## src/rtl/apb_master_if.sv

```systemverilog
// rtl/apb_master_if.sv - command/response port and APB bus bundle for apb_master
interface apb_master_if #(
  parameter int ADDR_W = 32,
  parameter int DATA_W = 32
);
  // Command side
  logic              cmd_valid;
  logic              cmd_ready;
  logic              cmd_write;
  logic [ADDR_W-1:0] cmd_addr;
  logic [DATA_W-1:0] cmd_wdata;

  // Response side: one-cycle strobe, no backpressure
  logic              rsp_valid;
  logic [DATA_W-1:0] rsp_rdata;
  logic              rsp_err;

  // APB bus
  logic [ADDR_W-1:0] PADDR;
  logic              PSEL;
  logic              PENABLE;
  logic              PWRITE;
  logic [DATA_W-1:0] PWDATA;
  logic [DATA_W-1:0] PRDATA;
  logic              PREADY;

  modport master (
    input  cmd_valid, cmd_write, cmd_addr, cmd_wdata, PRDATA, PREADY,
    output cmd_ready, rsp_valid, rsp_rdata, rsp_err,
           PADDR, PSEL, PENABLE, PWRITE, PWDATA
  );

  modport slave (
    output cmd_valid, cmd_write, cmd_addr, cmd_wdata, PRDATA, PREADY,
    input  cmd_ready, rsp_valid, rsp_rdata, rsp_err,
           PADDR, PSEL, PENABLE, PWRITE, PWDATA
  );
endinterface

```

## src/rtl/apb_master.sv

```systemverilog
// rtl/apb_master.sv - APB initiator bridging a valid/ready command port to APB transfers; optional ACCESS timeout under APB_MASTER_TIMEOUT_EN
module apb_master #(
  parameter int ADDR_W = 32,
  parameter int DATA_W = 32
`ifdef APB_MASTER_TIMEOUT_EN
  ,
  parameter int TIMEOUT_CYCLES = 16
`endif
) (
  input logic          PCLK,
  input logic          PRESETn,
  apb_master_if.master bus
);

  typedef enum logic [1:0] {
    IDLE   = 2'd0,
    SETUP  = 2'd1,
    ACCESS = 2'd2,
    DONE   = 2'd3
  } state_t;

  state_t            state, state_nxt;
  logic [ADDR_W-1:0] paddr, paddr_nxt;
  logic [DATA_W-1:0] pwdata, pwdata_nxt;
  logic              pwrite, pwrite_nxt;
  logic [DATA_W-1:0] rdata, rdata_nxt;

`ifdef APB_MASTER_TIMEOUT_EN
  // Counter only ever reaches TIMEOUT_CYCLES-1 before the abort fires
  localparam int CNT_W = (TIMEOUT_CYCLES > 1) ? $clog2(TIMEOUT_CYCLES + 1) : 1;
  logic [CNT_W-1:0] tmo_cnt, tmo_cnt_nxt;
  logic             tmo_hit;
  logic             err, err_nxt;

  // This ACCESS cycle is the TIMEOUT_CYCLES-th one without PREADY
  assign tmo_hit = ((int'(tmo_cnt) + 1) == TIMEOUT_CYCLES);
`endif

  // State and bus/response registers; reset drops the bus to idle at once
  always_ff @(posedge PCLK or negedge PRESETn) begin
    if (!PRESETn) begin
      state   <= IDLE;
      paddr   <= '0;
      pwdata  <= '0;
      pwrite  <= 1'b0;
      rdata   <= '0;
`ifdef APB_MASTER_TIMEOUT_EN
      tmo_cnt <= '0;
      err     <= 1'b0;
`endif
    end else begin
      state   <= state_nxt;
      paddr   <= paddr_nxt;
      pwdata  <= pwdata_nxt;
      pwrite  <= pwrite_nxt;
      rdata   <= rdata_nxt;
`ifdef APB_MASTER_TIMEOUT_EN
      tmo_cnt <= tmo_cnt_nxt;
      err     <= err_nxt;
`endif
    end
  end

  // Next-state and register updates for IDLE -> SETUP -> ACCESS -> DONE
  always_comb begin
    state_nxt   = state;
    paddr_nxt   = paddr;
    pwdata_nxt  = pwdata;
    pwrite_nxt  = pwrite;
    rdata_nxt   = rdata;
`ifdef APB_MASTER_TIMEOUT_EN
    tmo_cnt_nxt = tmo_cnt;
    err_nxt     = err;
`endif
    case (state)
      IDLE: begin
        // Command fields are captured only on the accept edge
        if (bus.cmd_valid) begin
          paddr_nxt  = bus.cmd_addr;
          pwdata_nxt = bus.cmd_wdata;
          pwrite_nxt = bus.cmd_write;
          state_nxt  = SETUP;
        end
      end
      SETUP: begin
`ifdef APB_MASTER_TIMEOUT_EN
        tmo_cnt_nxt = '0;
`endif
        state_nxt = ACCESS;
      end
      ACCESS: begin
        // A responder completing on the timeout edge still wins
        if (bus.PREADY) begin
          if (!pwrite) begin
            rdata_nxt = bus.PRDATA;
          end
`ifdef APB_MASTER_TIMEOUT_EN
          err_nxt = 1'b0;
`endif
          state_nxt = DONE;
        end
`ifdef APB_MASTER_TIMEOUT_EN
        else if (tmo_hit) begin
          err_nxt   = 1'b1;
          rdata_nxt = '0;
          state_nxt = DONE;
        end else begin
          tmo_cnt_nxt = tmo_cnt + CNT_W'(1);
        end
`endif
      end
      DONE: begin
        state_nxt = IDLE;
      end
      default: begin
        state_nxt = IDLE;
      end
    endcase
  end

  // Handshake and APB control decode straight from the state register
  assign bus.cmd_ready = (state == IDLE);
  assign bus.PSEL      = (state == SETUP) || (state == ACCESS);
  assign bus.PENABLE   = (state == ACCESS);
  assign bus.rsp_valid = (state == DONE);

  assign bus.PADDR     = paddr;
  assign bus.PWDATA    = pwdata;
  assign bus.PWRITE    = pwrite;
  assign bus.rsp_rdata = rdata;

`ifdef APB_MASTER_TIMEOUT_EN
  assign bus.rsp_err   = err;
`else
  assign bus.rsp_err   = 1'b0;
`endif

endmodule

```

## src/flat_wrapper.sv

```systemverilog
// flat-port wrapper written by rule: the top's interface ports become plain ports
module apb_master_flat 
#(
  parameter int ADDR_W = 32,
  parameter int DATA_W = 32

)
  (PCLK, PRESETn, bus_cmd_valid, bus_cmd_write, bus_cmd_addr, bus_cmd_wdata, bus_PRDATA, bus_PREADY, bus_cmd_ready, bus_rsp_valid, bus_rsp_rdata, bus_rsp_err, bus_PADDR, bus_PSEL, bus_PENABLE, bus_PWRITE, bus_PWDATA);
  apb_master_if #(.ADDR_W(ADDR_W), .DATA_W(DATA_W)) bus_i ();
  input logic PCLK;
  input logic PRESETn;
  input wire logic [$bits(bus_i.cmd_valid)-1:0] bus_cmd_valid;
  input wire logic [$bits(bus_i.cmd_write)-1:0] bus_cmd_write;
  input wire logic [$bits(bus_i.cmd_addr)-1:0] bus_cmd_addr;
  input wire logic [$bits(bus_i.cmd_wdata)-1:0] bus_cmd_wdata;
  input wire logic [$bits(bus_i.PRDATA)-1:0] bus_PRDATA;
  input wire logic [$bits(bus_i.PREADY)-1:0] bus_PREADY;
  output wire logic [$bits(bus_i.cmd_ready)-1:0] bus_cmd_ready;
  output wire logic [$bits(bus_i.rsp_valid)-1:0] bus_rsp_valid;
  output wire logic [$bits(bus_i.rsp_rdata)-1:0] bus_rsp_rdata;
  output wire logic [$bits(bus_i.rsp_err)-1:0] bus_rsp_err;
  output wire logic [$bits(bus_i.PADDR)-1:0] bus_PADDR;
  output wire logic [$bits(bus_i.PSEL)-1:0] bus_PSEL;
  output wire logic [$bits(bus_i.PENABLE)-1:0] bus_PENABLE;
  output wire logic [$bits(bus_i.PWRITE)-1:0] bus_PWRITE;
  output wire logic [$bits(bus_i.PWDATA)-1:0] bus_PWDATA;
  assign bus_i.cmd_valid = bus_cmd_valid;
  assign bus_i.cmd_write = bus_cmd_write;
  assign bus_i.cmd_addr = bus_cmd_addr;
  assign bus_i.cmd_wdata = bus_cmd_wdata;
  assign bus_i.PRDATA = bus_PRDATA;
  assign bus_i.PREADY = bus_PREADY;
  assign bus_cmd_ready = bus_i.cmd_ready;
  assign bus_rsp_valid = bus_i.rsp_valid;
  assign bus_rsp_rdata = bus_i.rsp_rdata;
  assign bus_rsp_err = bus_i.rsp_err;
  assign bus_PADDR = bus_i.PADDR;
  assign bus_PSEL = bus_i.PSEL;
  assign bus_PENABLE = bus_i.PENABLE;
  assign bus_PWRITE = bus_i.PWRITE;
  assign bus_PWDATA = bus_i.PWDATA;
  apb_master #(.ADDR_W(ADDR_W), .DATA_W(DATA_W)) u_core (.PCLK(PCLK), .PRESETn(PRESETn), .bus(bus_i));
endmodule
```

## config.mk

```make
export PLATFORM = sky130hd
export DESIGN_NAME = apb_master_flat
export DESIGN_NICKNAME = d
export VERILOG_FILES = /design/src/rtl/apb_master_if.sv /design/src/rtl/apb_master.sv /design/src/flat_wrapper.sv
export SDC_FILE = /design/constraint.sdc
export NUM_CORES = 1
export LEC_CHECK = 0
export BUFFER_PORTS_ARGS = -buffer_cell sky130_fd_sc_hd__buf_2
export CAP_MARGIN = 20
export CORE_MARGIN = 5
export CORE_UTILIZATION = 47
export CTS_BUF_LIST = sky130_fd_sc_hd__clkbuf_2 sky130_fd_sc_hd__clkbuf_4 sky130_fd_sc_hd__clkbuf_8
export DETAILED_ROUTE_END_ITERATION = 10
export PLACE_DENSITY = 0.87
export SYNTH_ARGS = -nofsm -noshare
export SYNTH_HDL_FRONTEND = slang
export SYNTH_SLANG_ARGS = --single-unit
```

## constraint.sdc

```tcl
create_clock -name PCLK -period 1.9 [get_ports PCLK]
set_clock_uncertainty 0.1 [all_clocks]
set_input_delay 0.095 -clock PCLK [delete_from_list [all_inputs] [get_ports PCLK]]
set_output_delay 0.095 -clock PCLK [all_outputs]
set_load 0.1 [all_outputs]
```

==> reports/qor.txt <==
outcome = completed
Synth Flop Type = dfrtp_1
startpoint types = register
largest family of logic cells by synthesized area = multiplexers
area of the multi-input gates = 0.00154 mm2
CP arrival = 1.57 ns
setup violators final = 0
CTS Buf Count = 9
path type of the worst min-delay path = input pin to register
routed len/inst = 17.5 um
vias in the first global route = 3320
nets = 630
compound-cell area share of the yosys netlist = 0.366%
Synth async-reset ratio = 100%
Die Y-Extent = 103 um
Initial Util = 47.5%
Synth Cell Area = 0.00411 mm2
largest cells by area after synthesis = dfrtp_1 60%, mux2_4 29%, mux2_2 4.9%
Post-synth EDFFs = 0
path type of the worst setup path = register to primary output
gpl congestion = 0.694
largest net degree at the start of global routing = 100
clock buffer depth = 2
final setup margin = 0.131 ns
Final Hold Fails = 0
Max Freq = 0.565 GHz
Post-Syn Instances = 221
Worst-Margin Slew = 0.508 ns
post-DP HPWL = 6.55 mm
io pins = 203
number of vias per cell = 4.64
Place WS = 0.224 ns
post-synthesis adder-cell area fraction = 1.22%
die width = 103 um
crit end category = primary output
sequential area share after synthesis = 60.3%
gr usage total = 20.8%
Fill cells = 507
Max Cap Violations = 0
port bufs = 201
ANT nets after route = 0
setup slack, reg-to-reg = 0.20 ns
crit path max fanout = 4
CTS resizes = 0
Placed Cells incl. Taps = 524
Total Routed Length = 11.2 mm
CTS tree = built
first-pass GRT wire length = 16.8 mm
Yosys reg bits = 99
Synth Area in XOR/XNOR = 0%
register area = 0.00248 mm2
Synth-to-Final Area Change = 56.0%
Slew HR = 66.1%
core area = 0.00864 mm2
most numerous cell in the Yosys netlist = dfrtp_1
clock sink total = 99
First DRT Iteration DRCs = 59
mux contribution to synthesized area = 34.2%
Reg clk slew, reported paths = 0.09 ns
simple-gate share of the synthesized area = 0.731%
clk_lat worst skew = 0.34 ns
non-filler cells in the finished layout = 637
Avg Inst Size Synth = 18.6 um2
antenna diode count = 0
num rows = 34
clock root cell = clkbuf_8
distinct cell type count after synthesis = 14
gr ovfl total = 0
Final min period = 1.77 ns
top-area cell type share of the netlist area = 60.3%
initial antenna violation count = 0
Syn. warnings = 0
Worst Hold Slack = 0.0776 ns
DRT Pass-1 Iters = 6
Commonest cells post-synth = 99 x dfrtp_1, 80 x mux2_4, 18 x mux2_2
period utilisation layout = 93.1%
layout cells sized above 1 = 61.2%
CTS H-Tree Depth = 3
setup bufs post-CTS = 0
drt drc = 0
vias post-DR = 2954
max-slew violation count = 0
RSZ-0062 raised after global routing = no
Sum Neg Setup Slack = 0 ns
CP required = 1.70 ns
post-synth top area cell = dfrtp_1
syn nets = 326
die area = 0.0107 mm2
## cell families after synthesis
| group | count (synthesis) |
|---|---|
| DFF | 99 |
| muxes | 98 |
| buffers and inverters | 14 |
| adders and majority gates | 4 |
| and+or+nand+nor | 3 |
| AOI/OAI and AO/OA | 2 |
| other | 1 |
## layer usage
metal,GRT usage [%],up-vias,wire length (um)
li1,-,1367,-
met1,25.0,1442,4280
met2,36.2,133,5790
met3,5.43,12,929
met4,7.27,0,155
met5,0,-,0
## layout make-up
type	instances	share of cell area [%]
Timing Repair Buffer	304	32.4
Inverter	3	0.176
Clock inverter	4	0.449
Sequential cell	99	38.7
Clock buffer	11	2.17
Tap cell	108	2.11
Multi-Input combinational cell	108	24.0
## flip-flops by register name (all words and copies together) (netlist names)
register,flops
u_core.bus.PWRITE,1
u_core.bus.PADDR,32
u_core.bus.PWDATA,32
u_core.state,2
u_core.bus.rsp_rdata,32
## critical path, stage by stage (launching register included)
cell and delay (ns):
dfrtp_1 0.41, inv_1 0.18, ha_4 0.20, buf_2 0.44
## metrics by stage
stage	util, %	area (um2)
after CTS	74.2	6400
final	74.2	6400
after global routing	74.2	6400
after detailed placement	60.9	5260
after floorplan	-	4130
after global placement	60.9	5260
## layout by cell type (no fill, tap or decap), types with 2 or more instances in the layout
master and count:
clkbuf_8 9, mux2_4 80, buf_12 4, ha_4 2, clkbuf_4 2, buf_2 200, clkinvlp_4 2, mux2_2 18
ha_1 2, dlygate4sd3_1 98, dfrtp_1 98, buf_4 2, inv_1 3
## worst paths after layout
kind                                 startpoint                       to  cells after the start
max in group asynchronous               PRESETn  u_core.bus.rsp_rdata[9]                      3
max reg2reg                     u_core.state[1]     u_core.bus.PADDR[14]                      5
min in group asynchronous               PRESETn     u_core.bus.PADDR[10]                      3
min reg2reg                u_core.bus.PADDR[20]     u_core.bus.PADDR[20]                      1
min                               bus_cmd_valid     u_core.bus.PADDR[15]                      3
max                             u_core.state[0]              bus_PENABLE                      3
## timing repair
item | 4_1_cts | 5_1_grt
hold buffers | 98 | 0
endpoints found under the setup margin | 0 | 0
endpoints found under the hold margin | 196 | 0
Power is not shown: default switching activity piles up to over one toggle a cycle in this logic, so the estimate is an artifact.
